$ cat src/rtl/mem_arbiter_if.sv
// rtl/mem_arbiter_if.sv - fetch, data and RAM signal bundle for mem_arbiter
interface mem_arbiter_if #(
   parameter int ADDR_W = 32,
   parameter int DATA_W = 32
);
   logic              if_req;
   logic [ADDR_W-1:0] if_addr;
   logic [DATA_W-1:0] if_rdata;
   logic              if_valid;
   logic              dm_req;
   logic              dm_we;
   logic [ADDR_W-1:0] dm_addr;
   logic [DATA_W-1:0] dm_wdata;
   logic [DATA_W-1:0] dm_rdata;
   logic              dm_valid;
   logic              stall;
   logic              ram_en;
   logic              ram_we;
   logic [ADDR_W-1:0] ram_addr;
   logic [DATA_W-1:0] ram_wdata;
   logic [DATA_W-1:0] ram_rdata;

   modport slave (
      input  if_req, if_addr, dm_req, dm_we, dm_addr, dm_wdata, ram_rdata,
      output if_rdata, if_valid, dm_rdata, dm_valid, stall,
             ram_en, ram_we, ram_addr, ram_wdata
   );

   modport master (
      output if_req, if_addr, dm_req, dm_we, dm_addr, dm_wdata, ram_rdata,
      input  if_rdata, if_valid, dm_rdata, dm_valid, stall,
             ram_en, ram_we, ram_addr, ram_wdata
   );
endinterface

$ cat src/rtl/mem_arbiter.sv
// rtl/mem_arbiter.sv - fetch/data arbiter for one single-port RAM (round robin under MEM_ARB_RR_EN)
module mem_arbiter #(
   parameter int ADDR_W  = 32,
   parameter int DATA_W  = 32,
   parameter int RAM_LAT = 1
) (
   input logic          clka,
   input logic          rst,
   mem_arbiter_if.slave bus
);
   localparam logic [1:0] IDLE     = 2'd0;
   localparam logic [1:0] BUSY_IF  = 2'd1;
   localparam logic [1:0] BUSY_DM  = 2'd2;
   localparam logic [3:0] CNT_LOAD = 4'(RAM_LAT - 1);

   logic [1:0]        state, state_nx;
   logic [3:0]        cnt, cnt_nx;
   logic              op_we;
   logic              grant_dm;
   logic              issue;
   logic              done;
   logic [ADDR_W-1:0] sel_addr;
   logic [DATA_W-1:0] sel_wdata;

`ifdef MEM_ARB_RR_EN
   logic last_grant;   // 1: data port won the previous issue

   // remember which port was granted on every issue
   always_ff @(posedge clka) begin
      if (rst)        last_grant <= 1'b0;
      else if (issue) last_grant <= grant_dm;
   end

   assign grant_dm = bus.dm_req & (~bus.if_req | ~last_grant);
`else
   assign grant_dm = bus.dm_req;
`endif

   // issue happens only from IDLE; completion when the latency count runs out
   always_comb begin
      issue = (state == IDLE) && (bus.dm_req || bus.if_req) && !rst;
      done  = (state != IDLE) && (cnt == 4'd0) && !rst;
   end

   // next-state and latency counter
   always_comb begin
      state_nx = state;
      cnt_nx   = cnt;
      case (state)
         IDLE: begin
            if (issue) begin
               state_nx = grant_dm ? BUSY_DM : BUSY_IF;
               cnt_nx   = CNT_LOAD;
            end
         end
         BUSY_IF, BUSY_DM: begin
            if (cnt == 4'd0) state_nx = IDLE;
            else             cnt_nx   = cnt - 4'd1;
         end
         default: state_nx = IDLE;
      endcase
   end

   // state registers; a write flag is kept so dm_rdata stays 0 on write completion
   always_ff @(posedge clka) begin
      if (rst) begin
         state <= IDLE;
         cnt   <= 4'd0;
         op_we <= 1'b0;
      end else begin
         state <= state_nx;
         cnt   <= cnt_nx;
         if (issue) op_we <= grant_dm & bus.dm_we;
      end
   end

   // RAM drive is combinational in the issue cycle and zero otherwise
   always_comb begin
      sel_addr      = grant_dm ? bus.dm_addr : bus.if_addr;
      sel_wdata     = grant_dm ? bus.dm_wdata : '0;
      bus.ram_en    = issue;
      bus.ram_we    = issue & grant_dm & bus.dm_we;
      bus.ram_addr  = issue ? sel_addr : '0;
      bus.ram_wdata = issue ? sel_wdata : '0;
   end

   // completion pulses, returned data and pipeline stall
   always_comb begin
      bus.if_valid = done && (state == BUSY_IF);
      bus.dm_valid = done && (state == BUSY_DM);
      bus.if_rdata = bus.if_valid ? bus.ram_rdata : '0;
      bus.dm_rdata = (bus.dm_valid && !op_we) ? bus.ram_rdata : '0;
      bus.stall    = (bus.if_req & ~bus.if_valid) | (bus.dm_req & ~bus.dm_valid);
   end
endmodule

$ cat src/flat_wrapper.sv
// flat-port wrapper written by rule: the top's interface ports become plain ports
module mem_arbiter_flat 
#(
   parameter int ADDR_W  = 32,
   parameter int DATA_W  = 32,
   parameter int RAM_LAT = 1
)
  (clka, rst, bus_if_req, bus_if_addr, bus_dm_req, bus_dm_we, bus_dm_addr, bus_dm_wdata, bus_ram_rdata, bus_if_rdata, bus_if_valid, bus_dm_rdata, bus_dm_valid, bus_stall, bus_ram_en, bus_ram_we, bus_ram_addr, bus_ram_wdata);
  mem_arbiter_if #(.ADDR_W(ADDR_W), .DATA_W(DATA_W)) bus_i ();
  input logic clka;
  input logic rst;
  input wire logic [$bits(bus_i.if_req)-1:0] bus_if_req;
  input wire logic [$bits(bus_i.if_addr)-1:0] bus_if_addr;
  input wire logic [$bits(bus_i.dm_req)-1:0] bus_dm_req;
  input wire logic [$bits(bus_i.dm_we)-1:0] bus_dm_we;
  input wire logic [$bits(bus_i.dm_addr)-1:0] bus_dm_addr;
  input wire logic [$bits(bus_i.dm_wdata)-1:0] bus_dm_wdata;
  input wire logic [$bits(bus_i.ram_rdata)-1:0] bus_ram_rdata;
  output wire logic [$bits(bus_i.if_rdata)-1:0] bus_if_rdata;
  output wire logic [$bits(bus_i.if_valid)-1:0] bus_if_valid;
  output wire logic [$bits(bus_i.dm_rdata)-1:0] bus_dm_rdata;
  output wire logic [$bits(bus_i.dm_valid)-1:0] bus_dm_valid;
  output wire logic [$bits(bus_i.stall)-1:0] bus_stall;
  output wire logic [$bits(bus_i.ram_en)-1:0] bus_ram_en;
  output wire logic [$bits(bus_i.ram_we)-1:0] bus_ram_we;
  output wire logic [$bits(bus_i.ram_addr)-1:0] bus_ram_addr;
  output wire logic [$bits(bus_i.ram_wdata)-1:0] bus_ram_wdata;
  assign bus_i.if_req = bus_if_req;
  assign bus_i.if_addr = bus_if_addr;
  assign bus_i.dm_req = bus_dm_req;
  assign bus_i.dm_we = bus_dm_we;
  assign bus_i.dm_addr = bus_dm_addr;
  assign bus_i.dm_wdata = bus_dm_wdata;
  assign bus_i.ram_rdata = bus_ram_rdata;
  assign bus_if_rdata = bus_i.if_rdata;
  assign bus_if_valid = bus_i.if_valid;
  assign bus_dm_rdata = bus_i.dm_rdata;
  assign bus_dm_valid = bus_i.dm_valid;
  assign bus_stall = bus_i.stall;
  assign bus_ram_en = bus_i.ram_en;
  assign bus_ram_we = bus_i.ram_we;
  assign bus_ram_addr = bus_i.ram_addr;
  assign bus_ram_wdata = bus_i.ram_wdata;
  mem_arbiter #(.ADDR_W(ADDR_W), .DATA_W(DATA_W), .RAM_LAT(RAM_LAT)) u_core (.clka(clka), .rst(rst), .bus(bus_i));
endmodule
$ cat config.mk
export PLATFORM = sky130hd
export DESIGN_NAME = mem_arbiter_flat
export DESIGN_NICKNAME = d
export VERILOG_FILES = /design/src/rtl/mem_arbiter_if.sv /design/src/rtl/mem_arbiter.sv /design/src/flat_wrapper.sv
export SDC_FILE = /design/constraint.sdc
export NUM_CORES = 1
export LEC_CHECK = 0
export CORE_ASPECT_RATIO = 2
export CORE_MARGIN = 10
export CORE_UTILIZATION = 20
export DETAILED_ROUTE_END_ITERATION = 16
export PLACE_DENSITY_LB_ADDON = 0.05
export SKIP_LAST_GASP = 1
export SLEW_MARGIN = 20
export SYNTH_ARGS = -nofsm -noshare
export SYNTH_HDL_FRONTEND = slang
export SYNTH_SLANG_ARGS = --single-unit
$ cat constraint.sdc
create_clock -name clka -period 2.7 [get_ports clka]
set_clock_uncertainty 0.05 [all_clocks]
set_input_delay 0.81 -clock clka [delete_from_list [all_inputs] [get_ports clka]]
set_output_delay 0.81 -clock clka [all_outputs]
set_load 0.02 [all_outputs]
## Word level (Yosys, flattened, before mapping)

Cells that the tools add are included.

| storage, ports and cells | value |
|---|---|
| bits in read-only memories | 0 |
| bits in registers | 7 |
| bits in latches | 0 |
| bits in writable memories | 0 |
| memories | 0 |
| bits of input ports | 133 |
| output and inout bits | 133 |

| operators by class | value |
|---|---|
| order comparisons | 0 |
| shifts and indexed selects | 0 |
| muxes and demuxes | 13 |
| multipliers | 0 |
| equality and inequality tests | 5 |
| bitwise logic cells | 8 |
| reduce and logical (&&, ||, !) cells | 17 |
| add/sub/neg operators | 1 |
| div/mod/pow operators | 0 |

Operators by type and width:

| cell | count |
|---|---|
| 2-to-1 mux 32 bit | 6 |
| 2-to-1 mux 4 bit | 2 |
| one-hot mux 4 bit (2 select lines) | 1 |
| logical AND 1 bit | 7 |
| 2-to-1 mux 2 bit | 3 |
| AND 1 bit | 5 |
| zero test 4 bit | 1 |
| inequality test 2 x 1 -> 1 bit (second input constant) | 2 |
| one-hot mux 2 bit (2 select lines) | 1 |
| nonzero test 2 bit | 2 |
| subtractor 4 x 1 -> 4 bit (second input constant) | 1 |
| AND reduction 3 bit | 1 |
| == test 2 x 1 -> 1 bit (second input constant) | 1 |
| == test 2 bit (second input constant) | 1 |
| zero test 1 bit | 2 |
| zero test 2 bit | 1 |
| inequality test 2 bit (second input constant) | 1 |
| NOT 1 bit | 2 |
| AND reduction 2 bit | 1 |
| OR reduction 2 bit | 1 |
| logical OR 1 bit | 1 |
| OR 1 bit | 1 |

## Depth between registers and ports, before layout

| depth | value |
|---|---|
| word-level depth | 7 |
| depth in mapped cells | 7 |

## Worst setup path after synthesis

No wires, ideal clock.

| timing | value |
|---|---|
| path type | input-to-output |
| start point | input port rst |
| end point | output port bus_dm_rdata[10] |
| path slack | -198 ps |
| buffers on the path | 2 |
| required time | 1840 ps |
| data arrival time | 2038 ps |
| cell stages on the path | 5 |
| cells stage by stage | clkbuf_1 > or4b_4 > nor2_4 > buf_6 > and2_1 |

| on the way | value |
|---|---|
| cells in the longest elaborated chain, start to end | 5 |

RTL lines:

| what | line | source |
|---|---|---|
| from (decl) | flat_wrapper.sv:11 | `input logic rst;` |
| zero test 1 bit | mem_arbiter.sv:42 | `done = (state != IDLE) && (cnt == 4'd0) && !rst;` |
| logical AND 1 bit | mem_arbiter.sv:42 |  |
| logical AND 1 bit | mem_arbiter.sv:90 | `bus.dm_valid = done && (state == BUSY_DM);` |
| logical AND 1 bit | mem_arbiter.sv:92 | `bus.dm_rdata = (bus.dm_valid && !op_we) ? bus.ram_rdata : '0;` |
| 2-to-1 mux 32 bit | mem_arbiter.sv:92 |  |
| to (decl) | flat_wrapper.sv:21 | `output wire logic [$bits(bus_i.dm_rdata)-1:0] bus_dm_rdata;` |

No other way between the ends.

## Final worst setup path

| timing | value |
|---|---|
| start point | register u_core.cnt[0] |
| end point | output port bus_dm_rdata[22] |

| on the way | value |
|---|---|
| cells in the longest elaborated chain, start to end | 6 |

RTL lines:

| what | line | source |
|---|---|---|
| from (decl) | mem_arbiter.sv:17 | `logic [3:0] cnt, cnt_nx;` |
| from (signal assigned) | mem_arbiter.sv:72 | `cnt <= cnt_nx;` |
| zero test 4 bit | mem_arbiter.sv:42 |  |
| logical AND 1 bit (2 in series) | mem_arbiter.sv:42 |  |
| logical AND 1 bit | mem_arbiter.sv:90 |  |
| logical AND 1 bit | mem_arbiter.sv:92 |  |
| 2-to-1 mux 32 bit | mem_arbiter.sv:92 |  |

No other way between the ends.

==> impl_metrics.yaml <==
global_route:
  grt_pass1_wl_um: 18500
  antenna_found_initial: 1
  grt_max_degree: 18
  grt_pass1_vias: 3164
  gr-total-overflow: 0
  grt_use_total_pct: 18.6
sta:
  timing.final.crit_share_pct: 117
  relSlewSlack_pct: 79.9
  rsz0062_at_grt: "yes"
  drv_slew: 0
  worstMarginPinSlew_ns: 0.300
  hold_ws_ns: 0.527
  finalSetupViolations: 103
  setup_slack_ns: -0.461
  post-route-min-period_ns: 3.16
  fmax_mhz: 316
  finalHoldViolCount: 0
run:
  maxCapViolations: 0
worst_setup_path:
  worstPathMaxFanout: 7
  crit_family: "simple AND/OR/NAND/NOR gates"
  rr_worst_depth: 7
  arrival_ns: 2.30
  cp_slowest_stage_delay_ns: 0.52
  r2r-start: "u_core.cnt[0]$_SDFFE_PP0P_"
  worstSetupPathType: "reg2out"
  cp-start-kind: "register"
  worst-path-buf-inv: 4
  rrSetupSlack_ns: 0.96
  critPathRequiredTime_ns: 1.84
  slowest_stage: "or4b_4"
  setup.worst_path.end_class: "primary output"
  path_cells: "inv_2, ha_4, or3b_4, or4b_4, nor2_4, buf_6, buf_12, and2_4, buf_4"
  r2r-end: "u_core.state[1]$_SDFFE_PP0P_"
floorplanning:
  die_y_um: 147
  rows: 46
  initial_core_util_pct: 20.5
  die_w_um: 83.6
  die_area_um2: 12300
  core-area_um2: 7890
  ios: 266
placed_design:
  dp.cells: 611
  dpl_cell_area_um2: 4800
  gp_congestion: 0.852
  place.port_buffers: 265
  dp_hpwl_um: 9980
yosys:
  syn-cell-area_um2: 1620
  yosys.area.top_type: "and2_1"
  ys.flop_type: "dfxtp_1"
  yosys-top-cells-area: "and2_1 (38%), mux2i_1 (20%), dfxtp_1 (8.7%)"
  synth_edf_count: 0
  syn-num-nets: 373
  yosysSeqAreaShare_pct: 8.67
  synthCells: 236
  netlist.area_leader.share_pct: 37.9
  synth.top_cells.by_count: "and2_1 (98), nor2_1 (34), mux2i_1 (33)"
  async_reset_ff_share_pct: 0
  ys_seq_elements: 7
  yosysUniqueCellTypes: 29
  synth_most_common_cell: "and2_1"
  yosysWarnings: 0
  synth_area_per_cell_um2: 6.85
clocking:
  htree_levels: 1
  clock_latency_ns: 0.23
  cts.sinks: 7
  cts_root_buf: "clkbuf_16"
  numCtsBuffers: 3
  ctsHoldBuffers: 0
  clkSlewWorstSetupHoldPaths_ns: 0.04
  cts_tree: "done"
  clockBufferDepth: 2
hold_path:
  hold_depth: 2
  holdPathEnd: "u_core.op_we$_SDFFE_PP0P_"
  min-delay-start: "u_core.op_we$_SDFFE_PP0P_"
  hp-class: "reg2reg"
layout:
  layout-drive-gt1-share_pct: 59.1
  nets: 703
  area_growth_syn_to_layout_pct: 255
  final_cell_count_no_fill: 662
  fin_area_um2: 5750
power_and_ir_drop:
  cellPowerDensity_nw_per_um2: 209
  cellLeakagePower_nw: 2.69
  max-vdd-ir-drop_v: 0.000209
route:
  detail-route-antenna-nets: 0
  drtIter0Drc: 52
  drcViolationCount: 0
  drt-wirelength-per-cell_um: 19.5
  routed_wl_um: 12900
  vias_per_cell: 4.41
  firstDrtPassIters: 4
  vias: 2920
run_status:
  status: "finished, violations left"
  violations: "setup timing"
[report_power, final]
group          switching (mW)  leakage, nW  internal, mW
logic                   0.345         2.59         0.488
clock network          0.0608       0.0382         0.197
registers             0.00210       0.0574         0.107
total                   0.408         2.69         0.792
[sequential cells by signal, summed over array words and instances (netlist names)]
signal	flops
u_core.cnt	4
u_core.op_we	1
u_core.state	2
[placed cells by master, fill, tap and decap left out, types with 2 or more instances in the layout]
cell             synthesis  routed
a21oi_1                  2       2
and2_1                  98      35
and2_4                   0      63
buf_12                   0       9
buf_16                   0       4
buf_2                    2      23
buf_4                    0      58
buf_6                    3     116
clkbuf_16                0       6
clkdlybuf4s50_1          0     129
dfxtp_1                  7       6
ha_1                     4       3
inv_1                    9       6
inv_2                    0       2
mux2i_1                 33      25
mux2i_2                  0       8
nand2_1                  4       2
nor2_1                  34       2
nor2_4                   1      33
o21ai_0                  5       5
o31ai_1                  2       2
or3_1                    4       4
[timing repair]
action / 4_1_cts / 5_1_grt
pin swaps: 21 / 26
endpoints found under the setup margin: 133 / 110
gates resized for setup: 735 / 127
setup buffers: 26 / 16
cloned: 11 / 3
[final cells by class]
cell class / count / area [µm²]
clock buffers: 4 / 78.8
fillers: 592 / 2140
multi-input cells: 201 / 1830
repair buffers: 344 / 3540
diodes: 1 / 2.50
well taps: 96 / 120
inverters: 9 / 36.3
flip-flops and latches: 7 / 141
[cells by family after synthesis]
family / share of synthesized area, %
AO/OA/AOI/OAI: 6.50
multiplexers: 20.4
adder cells (fa/ha/maj): 3.10
buffers and inverters: 8.05
AND/OR/NAND/NOR: 53.2
flip-flops: 8.67
[tightest hold or removal path, delay by kind of cell, from the launching register on]
kind | cells | cell delay, ns
DFF | 1 | 0.37
AOI/OAI and AO/OA | 1 | 0.07
and+or+nand+nor | 1 | 0.09
[how the worst max path moves through the flow]
| stage | start | end | slack [ns] | depth (start not counted) |
|---|---|---|---|---|
| after floorplan | u_core.cnt[1]$_SDFFE_PP0P_ | bus_dm_rdata[10] | -0.11 | 7 |
| after global placement | rst | bus_dm_rdata[27] | -0.97 | 6 |
| after detailed placement | rst | bus_dm_rdata[22] | -1.00 | 6 |
| after CTS | u_core.cnt[0]$_SDFFE_PP0P_ | bus_dm_rdata[22] | -0.46 | 9 |
| after global routing | u_core.cnt[0]$_SDFFE_PP0P_ | bus_dm_rdata[22] | -0.53 | 9 |
| final | u_core.cnt[0]$_SDFFE_PP0P_ | bus_dm_rdata[22] | -0.46 | 9 |
[through the flow]
stage               total power [mW]  utilization (%)  setup WS (ns)  TNS [ns]
global route                    1.25             72.9         -0.534    -33.54
finish                          1.20             72.9         -0.461    -25.78
CTS                             1.13             67.4         -0.458    -25.27
floorplan                      0.372                -         -0.112     -4.29
global placement               0.778             60.8         -0.967   -111.57
detailed placement             0.782             60.8          -1.00   -114.51
[routing by layer]
| metal | global-route usage [%] | share of wire, % | vias to the layer above |
|---|---|---|---|
| li1 | - | - | 1424 |
| met1 | 16.4 | 32 | 1303 |
| met2 | 36.7 | 56 | 178 |
| met3 | 7.09 | 10 | 15 |
| met4 | 5.64 | 1.9 | 0 |
| met5 | 0 | 0 | - |
(Power assumes the default switching activity.)
